## src/rtl/alu_arb_pkg.sv

```systemverilog
`default_nettype none
// ---------------------------------------------------------------------------
// alu_arb_pkg : shared types for the two-port ALU arbiter (opcodes, FSM, helpers)
// Revision    : 1.0  initial release
// ---------------------------------------------------------------------------
package alu_arb_pkg;

    localparam int NUM_REQ = 2;

    typedef enum logic [3:0] {
        OP_AND = 4'b0000,
        OP_OR  = 4'b0001,
        OP_ADD = 4'b0010,
        OP_SUB = 4'b0110,
        OP_SLT = 4'b0111,
        OP_MUL = 4'b1100
    } alu_op_e;

    typedef enum logic [1:0] {
        IDLE = 2'd0,
        EXEC = 2'd1,
        RESP = 2'd2
    } arb_state_e;

    // Requester index to its one-hot position in the handshake vectors.
    function automatic logic [NUM_REQ-1:0] onehot_req(input logic idx);
        return idx ? 2'b10 : 2'b01;
    endfunction

endpackage
`default_nettype wire

```

## src/rtl/alu_share_arb_alu.sv

```systemverilog
`default_nettype none
// ---------------------------------------------------------------------------
// ALU      : combinational ALU; unknown opcodes give result 0 / zero 1
// Revision : 1.0  initial release
// ---------------------------------------------------------------------------
module ALU
    import alu_arb_pkg::*;
#(
    parameter int WIDTH = 32
) (
    input  logic [WIDTH-1:0] src1_i,
    input  logic [WIDTH-1:0] src2_i,
    input  logic [3:0]       ctrl_i,
    output logic [WIDTH-1:0] result_o,
    output logic             zero_o
);

    always_comb begin
        result_o = '0;
        case (ctrl_i)
            OP_AND:  result_o = src1_i & src2_i;
            OP_OR:   result_o = src1_i | src2_i;
            OP_ADD:  result_o = src1_i + src2_i;
            OP_SUB:  result_o = src1_i - src2_i;
            OP_SLT:  result_o = {{(WIDTH-1){1'b0}}, (src1_i < src2_i)};
            OP_MUL:  result_o = src1_i * src2_i;
            default: result_o = '0;
        endcase
    end

    assign zero_o = (result_o == '0);

endmodule
`default_nettype wire

```

## src/rtl/alu_share_arb.sv

```systemverilog
`default_nettype none
// ---------------------------------------------------------------------------
// alu_share_arb : round-robin sharing of one ALU between two requesters
// Revision      : 1.0  initial release
// ---------------------------------------------------------------------------
module alu_share_arb
    import alu_arb_pkg::*;
#(
    parameter int WIDTH = 32,
    parameter int CNT_W = 16
) (
    input  logic                              clk_i,
    input  logic                              rst_i,
    input  logic [NUM_REQ-1:0]                req_valid_i,
    output logic [NUM_REQ-1:0]                req_ready_o,
    input  logic [NUM_REQ-1:0][WIDTH-1:0]     src1_i,
    input  logic [NUM_REQ-1:0][WIDTH-1:0]     src2_i,
    input  logic [NUM_REQ-1:0][3:0]           ctrl_i,
    output logic [NUM_REQ-1:0]                resp_valid_o,
    input  logic [NUM_REQ-1:0]                resp_ready_i,
    output logic [WIDTH-1:0]                  result_o,
    output logic                              zero_o,
    output logic                              busy_o,
    output logic [NUM_REQ-1:0][CNT_W-1:0]     done_cnt_o
);

    arb_state_e       r_state;
    logic             r_prio;
    logic             r_owner;
    logic [WIDTH-1:0] r_src1;
    logic [WIDTH-1:0] r_src2;
    logic [3:0]       r_ctrl;
    logic [WIDTH-1:0] r_result;
    logic             r_zero;

    logic             w_win;
    logic             w_accept;
    logic             w_resp_done;
    logic [WIDTH-1:0] w_alu_result;
    logic             w_alu_zero;

    // A lone requester always wins; the pointer only breaks ties.
    always_comb begin
        w_win = r_prio;
        case (req_valid_i)
            2'b01:   w_win = 1'b0;
            2'b10:   w_win = 1'b1;
            default: w_win = r_prio;
        endcase
    end

    assign w_accept     = (r_state == IDLE) && (|req_valid_i);
    assign req_ready_o  = w_accept ? onehot_req(w_win) : '0;
    assign resp_valid_o = (r_state == RESP) ? onehot_req(r_owner) : '0;
    assign w_resp_done  = (r_state == RESP) && resp_ready_i[r_owner];

    assign busy_o   = (r_state != IDLE);
    assign result_o = r_result;
    assign zero_o   = r_zero;

    ALU #(
        .WIDTH    (WIDTH)
    ) u_alu (
        .src1_i   (r_src1),
        .src2_i   (r_src2),
        .ctrl_i   (r_ctrl),
        .result_o (w_alu_result),
        .zero_o   (w_alu_zero)
    );

    always_ff @(posedge clk_i) begin
        if (rst_i) begin
            r_state  <= IDLE;
            r_prio   <= 1'b0;
            r_owner  <= 1'b0;
            r_src1   <= '0;
            r_src2   <= '0;
            r_ctrl   <= '0;
            r_result <= '0;
            r_zero   <= 1'b1;
        end else begin
            case (r_state)
                IDLE: begin
                    if (w_accept) begin
                        r_owner <= w_win;
                        r_src1  <= src1_i[w_win];
                        r_src2  <= src2_i[w_win];
                        r_ctrl  <= ctrl_i[w_win];
                        r_state <= EXEC;
                    end
                end
                EXEC: begin
                    r_result <= w_alu_result;
                    r_zero   <= w_alu_zero;
                    r_state  <= RESP;
                end
                RESP: begin
                    // The requester that lost this grant gets the next tie.
                    if (w_resp_done) begin
                        r_prio  <= ~r_owner;
                        r_state <= IDLE;
                    end
                end
                default: r_state <= IDLE;
            endcase
        end
    end

    generate
        for (genvar k = 0; k < NUM_REQ; k++) begin : g_cnt
            logic [CNT_W-1:0] r_cnt;

            always_ff @(posedge clk_i) begin
                if (rst_i) begin
                    r_cnt <= '0;
                end else if (resp_valid_o[k] && resp_ready_i[k]) begin
                    r_cnt <= r_cnt + CNT_W'(1);
                end
            end

            assign done_cnt_o[k] = r_cnt;
        end
    endgenerate

endmodule
`default_nettype wire

```

## config.mk

```make
export PLATFORM = sky130hd
export DESIGN_NAME = alu_share_arb
export DESIGN_NICKNAME = d
export VERILOG_FILES = /design/src/rtl/alu_arb_pkg.sv /design/src/rtl/alu_share_arb_alu.sv /design/src/rtl/alu_share_arb.sv
export SDC_FILE = /design/constraint.sdc
export NUM_CORES = 2
export LEC_CHECK = 0
export CORE_MARGIN = 10
export CORE_UTILIZATION = 37
export DETAILED_ROUTE_END_ITERATION = 10
export SYNTH_ARGS = -nofsm -noshare
export SYNTH_HDL_FRONTEND = slang
export SYNTH_SLANG_ARGS = --single-unit
```

## constraint.sdc

```tcl
create_clock -name clk_i -period 7.65 [get_ports clk_i]
set_input_delay 1.53 -clock clk_i [delete_from_list [all_inputs] [get_ports clk_i]]
set_output_delay 1.53 -clock clk_i [all_outputs]
set_load 0.02 [all_outputs]
```

After elaboration in Yosys (flattened, before gate mapping):

Index checks and enable logic that the tools add are counted.

* bits in registers: 137
* output and inout bits: 70
* input bits: 142
* logic and storage cells: 61

* mux-type cells: 17
* bitwise operators: 3
* add/sub/neg operators: 4
* order comparisons: 3
* reduce and logical (&&, ||, !) cells: 12
* equal/unequal tests: 11
* $mul: 1

Operators by type and width (number)
* 32-bit case mux with 6 select lines: 1
* 32-bit 2-to-1 mux: 4
* 16-bit by 1-bit adder with 16-bit output, second input constant: 2
* 32-bit adder: 1
* 32-bit bitwise AND: 1
* 32-bit logical NOT: 1
* 32-bit < comparator: 1
* 32-bit by 32-bit multiplier with 32-bit output: 1
* 32-bit bitwise OR: 1
* 32-bit subtractor: 1
* 2-bit 2-to-1 mux: 6
* 4-bit by 3-bit equality test with 1-bit output, second input constant: 2
* 4-bit 2-to-1 mux: 2
* 2-bit case mux with 3 select lines: 1
* 2-bit AND reduction: 3
* 2-bit by 1-bit equality test with 1-bit output, second input constant: 2
* 2-bit equality test, second input constant: 2
* 4-bit by 1-bit equality test with 1-bit output, second input constant: 1
* 4-bit by 2-bit equality test with 1-bit output, second input constant: 1
* 4-bit equality test, second input constant: 1
* 1-bit logical AND: 4
* 4-bit logical NOT: 1
* 1-bit by 2-bit < comparator with 1-bit output, second input constant: 2
* 2-bit != test, second input constant: 2
* 6 further kinds: 7

Longest topological paths before layout:

* depth after elaboration: 5
* gate-level depth with buffers: 31
* depth with buffers taken out: 29

By module:

From an unflattened synthesis, not the netlist that was laid out.

* cells, all modules: 3178
* area total of the unflattened synthesis: 26167.6 sq um

Modules (own cells, without submodules)
* ALU: area each 20282.0 sq um, instances 1, seq. area each 0.0 sq um, cells an instance 2530
* alu_share_arb: area each 5885.6 sq um, instances 1, seq. area each 2742.6 sq um, cells an instance 648

Worst setup path after synthesis:

Ideal clock, no wire load.

* path type: flip-flop to flip-flop
* start point: register r_src2[2]
* end point: register r_zero, in the netlist zero_o
* clock period less this slack: 7.512 ns
* buffers on the path: 2
* arrival time: 7.419 ns
* data required time: 7.557 ns
* cell stages (with the launch flop): 30
* library setup time: 0.093 ns
* path slack: 0.138 ns
* path through: dfxtp_1 > clkbuf_1 > inv_1 > clkbuf_1 > nor2_1 > fa_1 > inv_1 > fa_1 > fa_1 > fa_1 > inv_1 > fa_1 > inv_1 > fa_1 > inv_1 > fa_1 > fa_1 > ha_1 > nand2_1 > nor2_1 > a221oi_1 > o21a_1 > xor2_1 > o22ai_1 > a211oi_1 > nand4bb_1 > nor4_1 > and4b_1 > nand4_1 > o311ai_2

* longest elaborated chain between the ends: 3
* elaborated cells between the ends (all ways): 8
* those cells by class: add/sub (2); mul (1); order compare (1); mux (1); bitwise (2); reduce/logical (1)

RTL lines
* from (decl): line alu_share_arb.sv:31 `logic [WIDTH-1:0] r_src2;`
* from (signal assigned): line alu_share_arb.sv:87 `r_src2 <= src2_i[w_win];`
* 32-bit by 32-bit multiplier with 32-bit output, or another cell as far along: line alu_share_arb_alu.sv:26 `OP_MUL: result_o = src1_i * src2_i;`
* 32-bit case mux with 6 select lines (*): line alu_share_arb_alu.sv:20 `case (ctrl_i)`
* 32-bit logical NOT (*): line alu_share_arb_alu.sv:31 `assign zero_o = (result_o == '0);`
* to (signal assigned): line alu_share_arb.sv:94 `r_zero <= w_alu_zero;`
* to (decl): line alu_share_arb.sv:34 `logic r_zero;`

Every way passes the cells marked *; elsewhere a longest branch is shown, timed or not.
A chain may end at the register's enable or synchronous reset.

Final worst setup path:

* start point: register r_src1[10]
* end point: register r_zero, in the netlist zero_o

* longest elaborated chain between the ends: 3
* elaborated cells between the ends (all ways): 8
* those cells by class: add/sub (2); mul (1); order compare (1); mux (1); bitwise (2); reduce/logical (1)

RTL lines
* from (decl): line alu_share_arb.sv:30 `logic [WIDTH-1:0] r_src1;`
* from (signal assigned): line alu_share_arb.sv:86 `r_src1 <= src1_i[w_win];`
* 32-bit by 32-bit multiplier with 32-bit output, or another cell as far along: line alu_share_arb_alu.sv:26
* 32-bit case mux with 6 select lines (*): line alu_share_arb_alu.sv:20
* 32-bit logical NOT (*): line alu_share_arb_alu.sv:31

Marks and branches as above.

==> run_results.csv <==
group,metric,value,unit
grt,grt_antenna_before_repair,3,
power_and_ir_drop,cellLeakagePower,0.01451,uW
timing,setup_viol,0,
detailed_routing,drtIter0Drc,2153,
detailed_routing,routed_via_density,5.412,
clocking,cts_max_level,4,
detailed_routing,num_vias,23933,
clocking,clock-root-buffer,"clkbuf_16",
clocking,insertion_delay,0.46,ns
place,hpwlAfterDp,89300,um
detailed_routing,drc,0,
place,port-buffer-count,211,
status,status,"completed",
clocking,clk_pin_slew_worst_paths,0.07,ns
clocking,cts_sinks,137,
synth,syn_nets,3919,
timing,worst_clock_skew,0.01530,ns
place,gp_congestion,1.031,
critical_path,slowest_delay,0.58,ns
grt,grt.overflow.total,0,
grt,grt_pass1_wl,159400,um
timing,slew_violations,0,
die,core_area,68950,um^2
clocking,cts-buffers-inserted,17,
timing,hold_violations,0,
min_path,hold_path_class,"reg -> reg",
die,start_util,0.3745,
clocking,cts_tree,"yes",
critical_path,cpMostUsedCell,"fa_1",
synth,ys_types,80,
layout,drive_gt1_frac,0.1149,
layout,layout_commonest_cell,"nor2_1",
detailed_routing,wl_per_cell,24.24,um
timing,relSlewSlack,0.2943,
die,die_height,284.2,um
synth,synth_seq_area_share,0.1062,
timing,timing.final.crit_share,0.9872,
critical_path,cp_slowest_cell,"fa_1",
die,fp.dieW,284.2,um
power_and_ir_drop,vdd_drop_max,0.4454,mV
grt,gr-usage-all-layers,0.2621,
timing,clock.fmax,0.1324,GHz
timing,fin_setup_tns,0,ns
power_and_ir_drop,power,10330,uW
grt,grt_max_degree,138,
power_and_ir_drop,power_density,326.0,nW/um^2
critical_path,cp_top_family,"adder cells",
critical_path,path_max_fanout,9,
synth,avgSynthCellArea,8.214,um^2
critical_path,startpoint_type,"flip-flop",
synth,synth_cells,3144,
place,dp.cells,4384,
synth,synth-edff-count,0,
timing,min_period,7.552,ns
detailed_routing,first_pass_iters,8,
timing,tightestPinTransition,1.052,ns
layout,final_nets,4251,
critical_path,cp_num_buf_inv,6,
synth,async_reset_ff_frac,0,
clocking,clockBufferDepth,2,
synth,ys_seq_elements,137,
critical_path,critPathKind,"reg -> reg",
die,die-area,80760,um^2
die,rows,96,
grt,grt_pass1_vias,24560,
layout,final_cell_mix,"nor2_1 (521), inv_1 (459), fa_1 (409), nand2_1 (288), buf_4 (260)",
critical_path,critPathRequiredTime,8.02,ns
synth,syn_area,25820,um^2
layout,fin_cells,4422,
critical_path,worst_ep_arrival_time,7.92,ns
flow_run,maxCapViolCount,0,
layout,area_delta_synth_final,22.74,%
synth,synthFlopType,"dfxtp_1",
place,placed_area,30770,um^2
detailed_routing,ant_nets,0,
critical_path,cp-end-kind,"flip-flop",
die,ios,212,
layout,fin_area,31700,um^2
timing,rsz0062_at_grt,"true",
synth,yosysWarnings,0,
detailed_routing,wirelength,107200,um
layout,utilization,0.4597,
through the flow:
stage | setup slack (ns) | hold slack [ns]
after floorplan | 0.1381 | 0.4557
after global placement | -0.05106 | 0.4461
after detailed placement | -0.09948 | 0.4578
after CTS | 0.01611 | 0.4771
after global routing | -0.1590 | 0.5034
final | 0.09828 | 0.4768
cells by family after synthesis:
group                    count (synthesis)  synth area share
AND/OR/NAND/NOR                       1003            0.1638
multiplexers                            82           0.03178
XOR/XNOR                               140           0.04748
AO/OA/AOI/OAI                          481            0.1268
flip-flops                             137            0.1062
buffers and inverters                  668           0.09797
adder cells (fa/ha/maj)                633            0.4259
worst paths after layout:
kind           startpoint           end  slack [ns]  depth (start not counted)
min          result_o[10]  result_o[10]        0.48                          2
max            r_src1[10]        zero_o         0.1                         25
min reg2reg  result_o[10]  result_o[10]        0.48                          2
max reg2reg    r_src1[10]        zero_o         0.1                         25
sequential cells by signal, summed over array words and instances (netlist names):
name	cells
g_cnt.r_cnt	32
r_src1	32
r_src2	32
result_o	32
r_ctrl	4
r_state	2
r_owner	1
r_prio	1
zero_o	1
final cells by class:
cell class,instances,area [um^2]
antenna,2,5.005
clock buffer,18,429.2
clock inverter,14,178.9
fill,7005,37250
inverter,487,1832
multi-input combinational,2339,20840
sequential,137,2746
tap,931,1165
timing repair buffer,494,4503
worst reg2reg max path: cells and delay by family, from the launching register on:
family,cells,cell delay (ns)
and+or+nand+nor,5,0.93
AOI/OAI and AO/OA,4,0.91
adders and majority gates,9,4.23
buffers and inverters,6,0.85
xor gates and xnor gates,1,0.20
DFF,1,0.35
where the power goes:
part | internal, uW | total, uW | leakage (uW) | switching (uW)
clock network | 496 | 883 | 0.000295 | 387
logic | 3670 | 8590 | 0.0131 | 4920
registers | 782 | 859 | 0.00113 | 77.4
total | 4950 | 10300 | 0.0145 | 5390
what timing repair did:
action,CTS,global route
setup buffers,3,1
pin swaps,1,25
hold buffers,0,0
endpoints found under the setup margin,5,6
resized for setup,13,60
Yosys cell counts (16+ instances only):
master / n / area (um^2)
a211oi_1: 109 / 818.3
a21o_1: 18 / 135.1
a21oi_1: 116 / 580.6
and3_1: 16 / 100.1
buf_1: 21 / 78.83
clkbuf_1: 147 / 551.8
dfxtp_1: 137 / 2743
fa_1: 410 / 8208
ha_1: 223 / 2790
inv_1: 469 / 1760
mux2i_1: 82 / 820.8
nand2_1: 288 / 1081
nand2b_1: 16 / 100.1
nand3_1: 32 / 160.2
nor2_1: 534 / 2004
nor3_1: 28 / 140.1
o211ai_1: 17 / 127.6
o21ai_0: 66 / 330.3
o22ai_1: 17 / 106.4
xnor2_1: 91 / 797.0
xor2_1: 49 / 429.2
per-layer routing:
| layer | GRT usage | vias to the layer above | part of all wire |
|---|---|---|---|
| li1 | - | 10743 | - |
| met1 | 0.3313 | 11837 | 0.40 |
| met2 | 0.4204 | 1126 | 0.45 |
| met3 | 0.06551 | 225 | 0.097 |
| met4 | 0.1111 | 2 | 0.046 |
| met5 | 0 | - | 0.00019 |
(Power assumes the default switching activity.)
